==> config.mk <==
export PLATFORM = sky130hd
export DESIGN_NAME = bsg_wormhole_packet_injector_flat
export DESIGN_NICKNAME = d
export VERILOG_FILES = /design/src/rtl/bsg_wormhole_packet_injector_if.sv /design/src/rtl/bsg_wormhole_packet_injector.sv /design/src/flat_wrapper.sv
export SDC_FILE = /design/constraint.sdc
export NUM_CORES = 1
export LEC_CHECK = 0
export ABC_AREA = 1
export CAP_MARGIN = 20
export CORE_MARGIN = 2
export CORE_UTILIZATION = 55
export DETAILED_ROUTE_END_ITERATION = 12
export PLACE_DENSITY = 0.84
export SETUP_SLACK_MARGIN = 0.2
export SLEW_MARGIN = 25
export SYNTH_ARGS = -nofsm -noshare
export SYNTH_HDL_FRONTEND = slang
export SYNTH_SLANG_ARGS = --single-unit
==> constraint.sdc <==
create_clock -name clk_i -period 4.1 [get_ports clk_i]
set_clock_uncertainty 0.1 [all_clocks]
set_input_delay 0.615 -clock clk_i [delete_from_list [all_inputs] [get_ports clk_i]]
set_output_delay 0.615 -clock clk_i [all_outputs]
set_load 0.02 [all_outputs]
==> src/rtl/bsg_wormhole_packet_injector_if.sv <==
// Request, body-word and router-link handshakes of the wormhole packet injector.
// Signal suffixes are from the injector's point of view.
interface bsg_wormhole_packet_injector_if #(
   parameter int unsigned flit_width_p = 32,
   parameter int unsigned cord_width_p = 8,
   parameter int unsigned len_width_p  = 4
);
   localparam int unsigned user_width_lp = flit_width_p - cord_width_p - len_width_p;

   logic                     v_i;
   logic                     ready_and_o;
   logic [cord_width_p-1:0]  dest_cord_i;
   logic [len_width_p-1:0]   len_i;
   logic [user_width_lp-1:0] hdr_user_i;
   logic                     data_v_i;
   logic [flit_width_p-1:0]  data_i;
   logic                     data_ready_and_o;
   logic                     link_v_o;
   logic [flit_width_p-1:0]  link_data_o;
   logic                     link_ready_and_i;

   modport slave (
      input  v_i, dest_cord_i, len_i, hdr_user_i, data_v_i, data_i, link_ready_and_i,
      output ready_and_o, data_ready_and_o, link_v_o, link_data_o
   );

   modport master (
      output v_i, dest_cord_i, len_i, hdr_user_i, data_v_i, data_i, link_ready_and_i,
      input  ready_and_o, data_ready_and_o, link_v_o, link_data_o
   );
endinterface

==> src/rtl/bsg_wormhole_packet_injector.sv <==
// Formats {user,len,cord} header plus len body flits onto a router P-port link
// through a 2-entry registered buffer, and counts fully delivered packets.
module bsg_wormhole_packet_injector #(
   parameter int unsigned flit_width_p = 32,
   parameter int unsigned cord_width_p = 8,
   parameter int unsigned len_width_p  = 4,
   parameter int unsigned cnt_width_p  = 16
) (
   input  logic                   clk_i,
   input  logic                   reset_ni,
   bsg_wormhole_packet_injector_if.slave io,
   output logic                   busy_o,
   output logic [cnt_width_p-1:0] pkts_sent_o
);
   localparam int unsigned user_width_lp = flit_width_p - cord_width_p - len_width_p;

   typedef enum logic [1:0] {IDLE, HDR, BODY} state_e;

   typedef struct packed {
      logic                    last;
      logic [flit_width_p-1:0] flit;
   } entry_s;

   state_e                   state_q, state_d;
   logic                     ready_q, ready_d;
   logic [cord_width_p-1:0]  cord_q, cord_d;
   logic [len_width_p-1:0]   len_q, len_d;
   logic [user_width_lp-1:0] user_q, user_d;
   logic [len_width_p-1:0]   rem_q, rem_d;

   entry_s                   mem_q [2];
   logic                     wr_ptr_q, rd_ptr_q;
   logic [1:0]               cnt_q;
   logic [cnt_width_p-1:0]   pkts_q;

   logic                     full, empty, push, pop;
   entry_s                   push_entry;

   assign full  = (cnt_q == 2'd2);
   assign empty = (cnt_q == 2'd0);
   assign pop   = !empty && io.link_ready_and_i;

   assign io.ready_and_o      = ready_q;
   assign io.data_ready_and_o = (state_q == BODY) && !full;
   assign io.link_v_o         = !empty;
   assign io.link_data_o      = mem_q[rd_ptr_q].flit;
   assign busy_o              = (state_q != IDLE) || !empty;
   assign pkts_sent_o         = pkts_q;

   // Next-state, field latching and buffer push selection
   always_comb begin
      state_d    = state_q;
      cord_d     = cord_q;
      len_d      = len_q;
      user_d     = user_q;
      rem_d      = rem_q;
      push       = 1'b0;
      push_entry = '0;
      unique case (state_q)
         IDLE: begin
            if (io.v_i && ready_q) begin
               cord_d  = io.dest_cord_i;
               len_d   = io.len_i;
               user_d  = io.hdr_user_i;
               state_d = HDR;
            end
         end
         HDR: begin
            if (!full) begin
               push            = 1'b1;
               push_entry.flit = {user_q, len_q, cord_q};
               push_entry.last = (len_q == '0);
               rem_d           = len_q;
               state_d         = (len_q == '0) ? IDLE : BODY;
            end
         end
         BODY: begin
            if (io.data_v_i && !full) begin
               push            = 1'b1;
               push_entry.flit = io.data_i;
               push_entry.last = (rem_q == len_width_p'(1));
               rem_d           = rem_q - len_width_p'(1);
               if (rem_q == len_width_p'(1)) state_d = IDLE;
            end
         end
         default: state_d = IDLE;
      endcase
      // Registered so the request port stays closed while reset is held
      ready_d = (state_d == IDLE);
   end

   always_ff @(posedge clk_i or negedge reset_ni) begin
      if (!reset_ni) begin
         state_q <= IDLE;
         ready_q <= 1'b0;
         cord_q  <= '0;
         len_q   <= '0;
         user_q  <= '0;
         rem_q   <= '0;
      end else begin
         state_q <= state_d;
         ready_q <= ready_d;
         cord_q  <= cord_d;
         len_q   <= len_d;
         user_q  <= user_d;
         rem_q   <= rem_d;
      end
   end

   // Output buffer; push is gated by !full so depth never exceeds 2
   always_ff @(posedge clk_i or negedge reset_ni) begin
      if (!reset_ni) begin
         mem_q[0] <= '0;
         mem_q[1] <= '0;
         wr_ptr_q <= 1'b0;
         rd_ptr_q <= 1'b0;
         cnt_q    <= 2'd0;
      end else begin
         if (push) begin
            mem_q[wr_ptr_q] <= push_entry;
            wr_ptr_q        <= ~wr_ptr_q;
         end
         if (pop) rd_ptr_q <= ~rd_ptr_q;
         cnt_q <= cnt_q + 2'(push) - 2'(pop);
      end
   end

   always_ff @(posedge clk_i or negedge reset_ni) begin
      if (!reset_ni)                     pkts_q <= '0;
      else if (pop && mem_q[rd_ptr_q].last) pkts_q <= pkts_q + cnt_width_p'(1);
   end
endmodule

==> src/flat_wrapper.sv <==
// flat-port wrapper written by rule: the top's interface ports become plain ports
module bsg_wormhole_packet_injector_flat 
#(
   parameter int unsigned flit_width_p = 32,
   parameter int unsigned cord_width_p = 8,
   parameter int unsigned len_width_p  = 4,
   parameter int unsigned cnt_width_p  = 16
)
  (clk_i, reset_ni, busy_o, pkts_sent_o, io_v_i, io_dest_cord_i, io_len_i, io_hdr_user_i, io_data_v_i, io_data_i, io_link_ready_and_i, io_ready_and_o, io_data_ready_and_o, io_link_v_o, io_link_data_o);
  bsg_wormhole_packet_injector_if #(.flit_width_p(flit_width_p), .cord_width_p(cord_width_p), .len_width_p(len_width_p)) io_i ();
  input  logic clk_i;
  input  logic reset_ni;
  output logic busy_o;
  output logic [cnt_width_p-1:0] pkts_sent_o;
  input wire logic [$bits(io_i.v_i)-1:0] io_v_i;
  input wire logic [$bits(io_i.dest_cord_i)-1:0] io_dest_cord_i;
  input wire logic [$bits(io_i.len_i)-1:0] io_len_i;
  input wire logic [$bits(io_i.hdr_user_i)-1:0] io_hdr_user_i;
  input wire logic [$bits(io_i.data_v_i)-1:0] io_data_v_i;
  input wire logic [$bits(io_i.data_i)-1:0] io_data_i;
  input wire logic [$bits(io_i.link_ready_and_i)-1:0] io_link_ready_and_i;
  output wire logic [$bits(io_i.ready_and_o)-1:0] io_ready_and_o;
  output wire logic [$bits(io_i.data_ready_and_o)-1:0] io_data_ready_and_o;
  output wire logic [$bits(io_i.link_v_o)-1:0] io_link_v_o;
  output wire logic [$bits(io_i.link_data_o)-1:0] io_link_data_o;
  assign io_i.v_i = io_v_i;
  assign io_i.dest_cord_i = io_dest_cord_i;
  assign io_i.len_i = io_len_i;
  assign io_i.hdr_user_i = io_hdr_user_i;
  assign io_i.data_v_i = io_data_v_i;
  assign io_i.data_i = io_data_i;
  assign io_i.link_ready_and_i = io_link_ready_and_i;
  assign io_ready_and_o = io_i.ready_and_o;
  assign io_data_ready_and_o = io_i.data_ready_and_o;
  assign io_link_v_o = io_i.link_v_o;
  assign io_link_data_o = io_i.link_data_o;
  bsg_wormhole_packet_injector #(.flit_width_p(flit_width_p), .cord_width_p(cord_width_p), .len_width_p(len_width_p), .cnt_width_p(cnt_width_p)) u_core (.clk_i(clk_i), .reset_ni(reset_ni), .io(io_i), .busy_o(busy_o), .pkts_sent_o(pkts_sent_o));
endmodule
==> run metrics, run 1 <==
status finished, final reports clean; synth top area cells dfrtp_1 51%, nand2_1 21%, nand3_1 6.0%; dpl cells between 1000 and 1500; initial antenna violation count 0; number of flops mapped to enable cells by yosys 0; # hold bufs at CTS 0; top-count cell post-synth nand2_1; fin cells roughly 1100; Mapped Nets just under 900; synthesized area 6150 um^2; Leakage just under 4 nW; fin crit share 0.764; area grow syn2layout 29.4%; total clock sinks 125; Critical Setup Path Class register to primary output; Final setup viols 0; IO Count 121; DP HPWL 9690 um; Worst-Margin Slew 0.811 ns; DR pass1 iterations 5; unrepaired setup endpoints after global routing no; # DRC 0; Max-Cap Viols 0; post-route ant nets 0; total track usage 0.269; #FFs+latches synth ~130; gpl congestion ~0.84; Synth cell types 28; r2r startpoint u_core.state_q[0]$_DFF_PN0_; Ys Warns 0; r2r setup slk ~1.3 ns; clock root buffer master clkbuf_8; first-pass GRT wire length between 20000 and 30000 um; NumNets Final just under 1000; vias per cell approximately 5.2; cells after synthesis ~800; Routed WL about 15000 um; max-slew violations 0; routed vias 5503; die area around 12000 um^2; row count 38; startpoint class of the critical path register; post-CTS setup buffer count 0; register area share after synthesis 0.509; CTS Buf Count 17; WP data arrival approximately 2.4 ns; crit path max fanout 34; quantity of gates resized following cts 0; Worst-Skew Late Latency 0.50 ns; crit end category primary output; Critical Path RT 3.38 ns; Max IR drop VDD 0.000513 V; syn avg cell area roughly 7.7 um^2; layout cells sized above 1 0.0511; pin count of the biggest net entering global routing 75; fillers between 800 and 900; starting utilization of the core area 0.565; Hold Vio Cnt, Final 0; Die Width 110 um; diode count 0; Period minus WS final 3.13 ns; die height approximately 110 um; ys async rst share 1.00; FF-to-FF path depth 11; H-tree depth 4; grt ovf 0; Worst R2R End u_core.mem_q[31]$_DFFE_PN0P_; CTS tree built; Worst-path clk slew about 0.060 ns; Worst slew margin 0.458; initial DRC count ~380; Power Dens Cells a little over 700 nW/um^2; core area 10900 um^2; Yosys top cell area share 0.509; PortBufs 120; max frequency between 300 and 400 MHz; routed len/inst 14.2 um; largest area contributor in the netlist dfrtp_1; vias in the first global route ~5300; Hold Path Class input pin to async pin; top cells by count, synth 344 x nand2_1, 125 x dfrtp_1, 74 x nand3_1; setup_tns 0 ns; worst-case clock buffer depth 2; Main synth FF type dfrtp_1
-- report_power, final --
group | total (W) | internal, W | switching, W
logic | 0.00227 | 0.000867 | 0.00140
registers | 0.00206 | 0.00172 | 0.000340
clock network | 0.00145 | 0.000911 | 0.000536
total | 0.00578 | 0.00350 | 0.00228
-- final cells by class --
type / instances / area [um^2] / share of cell area
Sequential cell: 125 / 3130 / 0.393
Multi-Input combinational cell: 568 / 2560 / 0.322
Timing Repair Buffer: 125 / 1250 / 0.157
Clock buffer: 22 / 463 / 0.0582
Inverter: 69 / 262 / 0.0329
Tap cell: 140 / 175 / 0.0220
Clock inverter: 10 / 114 / 0.0143
-- state kept, by name (all words and copies together), names as in the netlist --
name	count
u_core.cnt_q	2
u_core.cord_q	8
u_core.io.ready_and_o	1
u_core.len_q	4
u_core.mem_q	66
u_core.pkts_sent_o	16
u_core.rd_ptr_q	1
u_core.rem_q	4
u_core.state_q	2
u_core.user_q	20
u_core.wr_ptr_q	1
-- routing by layer --
metal / global-route usage / part of all wire / up-vias
met3: 0.0492 / 0.057 / 17
li1: - / - / 2726
met2: 0.447 / 0.49 / 193
met1: 0.360 / 0.44 / 2567
met4: 0.0814 / 0.012 / 0
met5: 0 / 0 / -
-- cells by family after synthesis --
family,Yosys count,synth area share
xor+xnor,14,0.0199
simple gates,449,0.294
compound gates,96,0.0822
flops,125,0.509
fa+ha+maj,9,0.0183
buf+inv,108,0.0771
-- critical path, stage by stage, from the launching register on --
cell and delay, ns:
dfrtp_1 0.44, nand2_2 0.54, inv_1 0.16, nor2_1 0.15, clkdlybuf4s50_1 0.62
-- through the flow --
stage	total power [W]	utilization	area (um^2)	worst slack, ns	hold slack [ns]
detailed placement	0.00432	0.678	7380	1.34	0.359
global placement	0.00425	0.678	7380	1.38	0.354
floorplan	0.00348	-	6150	2.09	0.219
global route	0.00619	0.731	7960	0.864	0.0712
finish	0.00578	0.731	7960	0.968	0.0242
CTS	0.00579	0.731	7950	0.839	0.193
-- worst max path at each step --
stage,startpoint,endpoint,slack (ns),cells past startpoint
floorplan,u_core.state_q[0]$_DFF_PN0_,io_data_ready_and_o,2.09,5
global placement,u_core.rd_ptr_q$_DFFE_PN0P_,io_link_data_o[0],1.38,2
detailed placement,io_data_v_i,u_core.mem_q[19]$_DFFE_PN0P_,1.34,10
CTS,u_core.rd_ptr_q$_DFFE_PN0P_,io_link_data_o[0],0.84,2
global route,u_core.cnt_q[1]$_DFF_PN0_,io_data_ready_and_o,0.86,4
finish,u_core.cnt_q[1]$_DFF_PN0_,io_data_ready_and_o,0.97,4
-- cells in the final DEF, fill, tap and decap left out, drive strengths merged --
master | synthesis | layout
o22ai | 2 | 2
inv | 69 | 69
nor2 | 20 | 20
o21ai | 86 | 86
clkinvlp | 0 | 4
nand3 | 74 | 74
a21oi | 3 | 3
o21a | 1 | 1
clkbuf | 20 | 22
bufinv | 0 | 2
clkinv | 0 | 4
nor3 | 5 | 5
nand2 | 346 | 346
nand4 | 4 | 4
clkdlybuf4s50 | 0 | 119
ha | 9 | 9
dfrtp | 125 | 125
xor2 | 9 | 9
a31oi | 1 | 1
xnor2 | 5 | 5
buf | 19 | 6
a21boi | 1 | 1
o211ai | 2 | 2
No activity file was read; power rests on OpenSTA's default activity.
==> run 2, diff against run 1 <==
--- a/config.mk
+++ b/config.mk
@@ -8,9 +8,9 @@
 export ABC_AREA = 1
 export CAP_MARGIN = 20
 export CORE_MARGIN = 2
-export CORE_UTILIZATION = 55
+export CORE_UTILIZATION = 47
 export DETAILED_ROUTE_END_ITERATION = 12
-export PLACE_DENSITY = 0.84
+export PLACE_DENSITY = 0.77
 export SETUP_SLACK_MARGIN = 0.2
 export SLEW_MARGIN = 25
 export SYNTH_ARGS = -nofsm -noshare
==> constraint.sdc (replaced) <==
create_clock -name clk_i -period 2.6 [get_ports clk_i]
set_clock_uncertainty 0.1 [all_clocks]
set_input_delay 0.39 -clock clk_i [delete_from_list [all_inputs] [get_ports clk_i]]
set_output_delay 0.39 -clock clk_i [all_outputs]
set_load 0.02 [all_outputs]
==> run 2 against run 1 <==
Clock-buffer cell count shrank 3. Final cell count up 4.3%. Critical endpoint is now io_link_data_o[1]. Combinational power is 61% higher. Core utilization is 9.5 points lower. Sequential cell count unchanged. Worst hold slack better by 0.35 ns. Critical path type unchanged. Register-to-register slack worse by 0.91 ns. Setup slack worse by 0.72 ns. Via count rose by 2.3%. Sequential share of layout area shrank 0.66 points. Highest routed layer unchanged.
==> run metrics, run 2 (synthesis gave the netlist of run 1 again) <==
Hold Vio Cnt, Final 0 (unchanged); Period minus WS final ~2.4 ns; worst-case clock buffer depth 2 (unchanged); row count 41 (was 38); first-pass GRT wire length 25800 um (was 25100 um); Max IR drop VDD 0.000722 V (was 0.000513 V); post-route ant nets 0 (unchanged); initial DRC count 432 (was 383); crit end category primary output (unchanged); max reg flops 66 (unchanged); vias in the first global route 5355 (was 5293); Critical Setup Path Class register to primary output (unchanged); clock root buffer master clkbuf_16 (was clkbuf_8); max frequency approximately 420 MHz; routed vias 5630 (was 5503); area grow syn2layout 31.7% (was 29.4%); Leakage 4.10 nW (was 3.87 nW); WHS Path Cells 2; status finished, final reports clean (unchanged); Worst path top cell family by delay buffers and inverters (unchanged); switching power share of the total 0.403 (was 0.395); DP HPWL 10700 um (was 9690 um); commonest non-fill, non-tap cell in the layout nand2_1 (unchanged); total clock sinks 125 (unchanged); gpl congestion 0.878 (was 0.843); slowest stage delay, CP 0.57 ns (was 0.62 ns); CTS Buf Count 17 (unchanged); clock network power share 0.254 (was 0.250); routed len/inst 14.1 um (was 14.2 um); # DRC 0 (unchanged); IO Count 121 (unchanged); Biggest register u_core.mem_q (unchanged); core area 12700 um^2 (was 10900 um^2); FF-to-FF path depth 9 (was 11); vias per cell 5.10 (was 5.20); Power Dens Cells 1130 nW/um^2 (was 726 nW/um^2); WP data arrival 1.86 ns (was 2.42 ns); DR pass1 iterations 5 (unchanged); grt ovf 0 (unchanged); Buf+Inv Stages, Crit Path 2 (unchanged); die area 14000 um^2 (was 12000 um^2); startpoint class of the critical path register (unchanged); setup_tns 0 ns (unchanged); crit path max fanout 12 (was 34); NumNets Final 998 (was 984); diode count 0 (unchanged); layout cells sized above 1 0.0654 (was 0.0511); multi-input logic area 2570 um^2 (was 2560 um^2); NetSw 0.00368 W (was 0.00228 W); fin crit share 0.905; Final setup viols 0 (unchanged); pin count of the biggest net entering global routing 58 (was 75); Max-Cap Viols 0 (unchanged); starting utilization of the core area 0.483 (was 0.565); crit path cell chain buf_4, o21ai_0, dlygate4sd2_1 (was nand2_2, inv_1, nor2_1, clkdlybuf4s50_1); H-tree depth 4 (unchanged); PortBufs 120 (unchanged); most frequent cells in the layout 344 x nand2_1, 124 x dfrtp_1, 85 x clkdlybuf4s50_1 (was 344 x nand2_1, 124 x dfrtp_1, 119 x clkdlybuf4s50_1); Crit-path slowest cell dfrtp_4 (was clkdlybuf4s50_1); sequential share of power 0.346 (was 0.357); Levels on crit path 3 (was 4); Reg area 3130 um^2 (unchanged); Power, Total 0.00913 W (was 0.00578 W); max-slew violations 0 (unchanged); initial antenna violation count 0 (unchanged); Critical Path RT 2.11 ns (was 3.38 ns); combinational share of power 0.400 (was 0.393); post-place setup slack 0.249 ns (was 1.34 ns); total track usage 0.233 (was 0.269); Worst-path clk slew 0.06 ns (about the same); die height 118 um (was 110 um); Die Width 118 um (was 110 um); Routed WL 15600 um (was 15100 um); Final WS setup 0.247 ns (was 0.968 ns); internal power 0.00545 W (was 0.00350 W); CTS tree built (unchanged); Worst-Margin Slew 0.548 ns (was 0.811 ns); Hold Path Class register to register (was input pin to async pin); Worst-Skew Late Latency 0.42 ns (was 0.50 ns); Worst slew margin 0.634 (was 0.458); unrepaired setup endpoints after global routing no (unchanged); fillers 1135 (was 862)
run 2: cell count changes in the layout (fill, tap and decap cells not counted), moves of 2 or more:
cell	previous run	this run
clkdlybuf4s15_1	0	2
inv_6	0	2
clkinv_4	1	3
dlymetal6s2s_1	0	2
clkbuf_8	4	1
dlygate4sd2_1	0	30
buf_4	4	16
clkdlybuf4s50_1	119	85
run 2: what timing repair did:
item | CTS | global route
setup endpoints to repair | 32 | 4
hold endpoints to repair | 54 | 0
hold buffers | 1 | 0
resized for setup | 35 | 4
setup buffers | 1 | 0
run 2: power groups by stage:
stage	Combinational (W)	Sequential, W	Clock [W]
floorplan	0.00238	0.00311	0
global placement	0.00369	0.00315	0
detailed placement	0.00376	0.00318	0
CTS	0.00366	0.00315	0.00235
global route	0.00408	0.00324	0.00245
finish	0.00365	0.00316	0.00232
run 2: layer usage:
layer,share of wire,routed length (um),track usage,vias to the layer above
met1,0.45,6960,0.311,2647
met2,0.49,7560,0.371,197
met4,0.015,231,0.0863,0
li1,-,-,-,2764
met5,0,0,0,-
met3,0.053,831,0.0531,22
run 2: worst min-delay path, stage by stage (launching register included):
cell and delay, ns:
dfrtp_1 0.34, nand2_1 0.05, nand2_1 0.04
run 2: layout make-up:
cell class                 count  area share
multi-input combinational    568       0.318
inverter                      69      0.0323
timing repair buffer         139       0.164
sequential                   125       0.387
clock inverter                13      0.0175
clock buffer                  19      0.0547
tap                          172      0.0266
run 2: metrics by stage:
| stage | area, um^2 | utilization | std cells | hold WS (ns) |
|---|---|---|---|---|
| after detailed placement | 7510 | 0.590 | 1071 | 0.298 |
| final | 8100 | 0.636 | 1105 | 0.371 |
| after floorplan | 6150 | - | 801 | -0.00559 |
| after global placement | 7510 | 0.590 | 1071 | 0.288 |
| after global routing | 8100 | 0.636 | 1105 | 0.393 |
| after CTS | 8080 | 0.635 | 1105 | 0.373 |
run 2: path summary, 6_finish.rpt:
kind / slack [ns] / to / from
worst max-delay path: 0.25 / io_link_data_o[1] / u_core.rd_ptr_q$_DFFE_PN0P_
worst min-delay path: 0.37 / u_core.mem_q[11]$_DFFE_PN0P_ / u_core.mem_q[11]$_DFFE_PN0P_
worst max register to register: 0.39 / u_core.mem_q[1]$_DFFE_PN0P_ / u_core.cnt_q[1]$_DFF_PN0_
worst min register to register: 0.37 / u_core.mem_q[11]$_DFFE_PN0P_ / u_core.mem_q[11]$_DFFE_PN0P_
max in group asynchronous: 1.36 / u_core.mem_q[58]$_DFFE_PN0P_ / reset_ni
min in group asynchronous: 0.41 / u_core.pkts_sent_o[5]$_DFFE_PN0P_ / reset_ni
==> run 3, diff against run 2 <==
--- a/config.mk
+++ b/config.mk
@@ -10,7 +10,7 @@
 export CORE_MARGIN = 2
 export CORE_UTILIZATION = 47
 export DETAILED_ROUTE_END_ITERATION = 12
-export PLACE_DENSITY = 0.77
+export PLACE_DENSITY = 0.83
 export SETUP_SLACK_MARGIN = 0.2
 export SLEW_MARGIN = 25
 export SYNTH_ARGS = -nofsm -noshare
==> run 3 against run 2 <==
Setup slack improved by 0.0059 ns. Clock-buffer cell count increased by 5. Critical path type unchanged. Core utilization decreased by 0.15 points.
==> run metrics, run 3 (synthesis gave the netlist of run 1 again) <==
NetSw 0.00359 W (was 0.00368 W); Critical Path RT 2.11 ns (about the same); Period minus WS final 2.35 ns (about the same); Buf+Inv Stages, Crit Path 2 (unchanged); sequential share of power 0.348 (was 0.346); Die Width 118 um (unchanged); most frequent cells in the layout 344 x nand2_1, 124 x dfrtp_1, 85 x clkdlybuf4s50_1 (unchanged); pin count of the biggest net entering global routing 49 (was 58); post-CTS setup buffer count 0 (was 1); FF-to-FF path depth 10 (was 9); first-pass GRT wire length 26000 um (was 25800 um); clock root buffer master clkbuf_16 (unchanged); area grow syn2layout 31.4% (was 31.7%); vias per cell 5.03 (was 5.10); GRT busiest layer met2 (unchanged); worst-case clock buffer depth 2 (unchanged); fin cells 1101 (was 1105); dpl cells 1069 (was 1071); IO Count 121 (unchanged); row count 41 (unchanged); gpl congestion 0.845 (was 0.878); multi-input logic area 2560 um^2 (was 2570 um^2); internal power 0.00553 W (was 0.00545 W); DP HPWL 10700 um (about the same); Worst-Skew Late Latency 0.42 ns (about the same); CTS tree built (unchanged); switching power share of the total 0.394 (was 0.403); Hold Path Origin u_core.mem_q[11]$_DFFE_PN0P_ (unchanged); Max-Cap Viols 0 (unchanged); Crit-path slowest cell dfrtp_4 (unchanged); die area 14000 um^2 (unchanged); Worst-Margin Slew 0.596 ns (was 0.548 ns); CTS Buf Count 17 (unchanged); initial antenna violation count 0 (unchanged); r2r setup slk 0.55 ns (was 0.39 ns); unrepaired setup endpoints after global routing no (unchanged); initial DRC count 360 (was 432); # DRC 0 (unchanged); Max IR drop VDD 0.000768 V (was 0.000722 V); slowest stage delay, CP 0.58 ns (was 0.57 ns); startpoint class of the critical path register (unchanged); WP data arrival 1.86 ns (about the same); clock network power share 0.256 (was 0.254); crit path cell chain buf_12, o21ai_0, dlygate4sd2_1 (was buf_4, o21ai_0, dlygate4sd2_1); Hold Path Class register to register (unchanged); met1 usage 0.295 (was 0.311); diode count 0 (unchanged); post-route ant nets 0 (unchanged); Biggest register u_core.mem_q (unchanged); vias in the first global route 5473 (was 5355); total track usage 0.232 (was 0.233); grt ovf 0 (unchanged); Worst-path clk slew 0.05 ns (was 0.06 ns); crit path max fanout 48 (was 12); PortBufs 120 (unchanged); max-slew violations 0 (unchanged); Worst R2R End u_core.mem_q[0]$_DFFE_PN0P_ (was u_core.mem_q[1]$_DFFE_PN0P_); met2 GRT Util 0.380 (was 0.371); combinational share of power 0.396 (was 0.400); crit end category primary output (unchanged); core area 12700 um^2 (unchanged); NumNets Final 995 (was 998); Reg area 3130 um^2 (unchanged); commonest non-fill, non-tap cell in the layout nand2_1 (unchanged); starting utilization of the core area 0.483 (unchanged); routed vias 5536 (was 5630); Critical Setup Path Class register to primary output (unchanged); fin crit share 0.903 (was 0.905); DR pass1 iterations 5 (unchanged); Leakage 4.12 nW (was 4.10 nW); H-tree depth 4 (unchanged); layout cells sized above 1 0.0614 (was 0.0654); total clock sinks 125 (unchanged); max reg flops 66 (unchanged); Routed WL 15400 um (was 15600 um); Final setup viols 0 (unchanged); Hold Path End u_core.mem_q[11]$_DFFE_PN0P_ (unchanged); Worst path top cell family by delay flip-flops (was buffers and inverters); r2r startpoint u_core.state_q[1]$_DFF_PN0_ (was u_core.cnt_q[1]$_DFF_PN0_); GRT met3 Usage 0.0541 (was 0.0531); max frequency 426 MHz (was 425 MHz); Power Dens Cells 1130 nW/um^2 (about the same); setup_tns 0 ns (unchanged); WHS Path Cells 2 (unchanged); die height 118 um (unchanged); routed len/inst 14.0 um (was 14.1 um); Hold Vio Cnt, Final 0 (unchanged); status finished, final reports clean (unchanged); fillers 1141 (was 1135); Worst slew margin 0.603 (was 0.634)
==> run 3: repair_timing <==
| action | CTS | global route |
|---|---|---|
| hold buffers | 1 | 0 |
| gates resized for setup | 32 | 10 |
| endpoints found under the hold margin | 42 | 0 |
| gates cloned | 0 | 0 |
| setup endpoints to repair | 31 | 7 |
| pin swaps | 0 | 0 |
==> run 3: how the worst max path moves through the flow <==
stage,to,cells after the start,slack [ns],startpoint
after floorplan,u_core.cord_q[6]$_DFFE_PN0P_,8,0.81,u_core.state_q[0]$_DFF_PN0_
after global placement,io_link_data_o[11],3,0.36,u_core.rd_ptr_q$_DFFE_PN0P_
after detailed placement,u_core.mem_q[0]$_DFFE_PN0P_,10,0.29,io_data_v_i
after CTS,io_link_data_o[1],2,0.20,u_core.rd_ptr_q$_DFFE_PN0P_
after global routing,io_link_data_o[2],3,0.20,u_core.rd_ptr_q$_DFFE_PN0P_
final,io_link_data_o[30],3,0.25,u_core.rd_ptr_q$_DFFE_PN0P_
==> run 3: layer usage <==
layer	vias to the layer above	routed length, um
met5	-	0
met4	0	342
met3	31	935
met2	173	7390
met1	2584	6740
li1	2748	-
==> run 3: cell type report <==
type / count / area share
Timing Repair Buffer: 136 / 0.164
Clock buffer: 24 / 0.0621
Tap cell: 172 / 0.0266
Clock inverter: 7 / 0.0105
Sequential cell: 125 / 0.388
Multi-Input combinational cell: 568 / 0.317
Inverter: 69 / 0.0324
==> run 3: power by group through the flow <==
| stage | sequential (W) | combinational (W) | clock [W] |
|---|---|---|---|
| 6_report | 0.00317 | 0.00361 | 0.00233 |
| 2_1_floorplan | 0.00311 | 0.00238 | 0 |
| 5_1_grt | 0.00326 | 0.00404 | 0.00246 |
| 3_3_place_gp | 0.00315 | 0.00370 | 0 |
| 3_5_place_dp | 0.00318 | 0.00377 | 0 |
| 4_1_cts | 0.00317 | 0.00363 | 0.00237 |
==> run 3: stage by stage <==
step / utilization / area (um^2) / hold slack, ns / total power, W / setup WS, ns
after floorplan: - / 6150 / -0.00559 / 0.00549 / 0.807
after global placement: 0.590 / 7510 / 0.332 / 0.00685 / 0.357
after detailed placement: 0.590 / 7510 / 0.340 / 0.00695 / 0.286
after CTS: 0.635 / 8070 / 0.372 / 0.00916 / 0.198
after global routing: 0.635 / 8080 / 0.386 / 0.00976 / 0.203
final: 0.635 / 8080 / 0.368 / 0.00912 / 0.253
==> run 3: worst register-to-register path, delay by kind of cell (launching register included) <==
kind	cells	cell delay, ns
simple gates	6	0.73
buf+inv	3	0.54
flops	1	0.43
fa+ha+maj	1	0.19
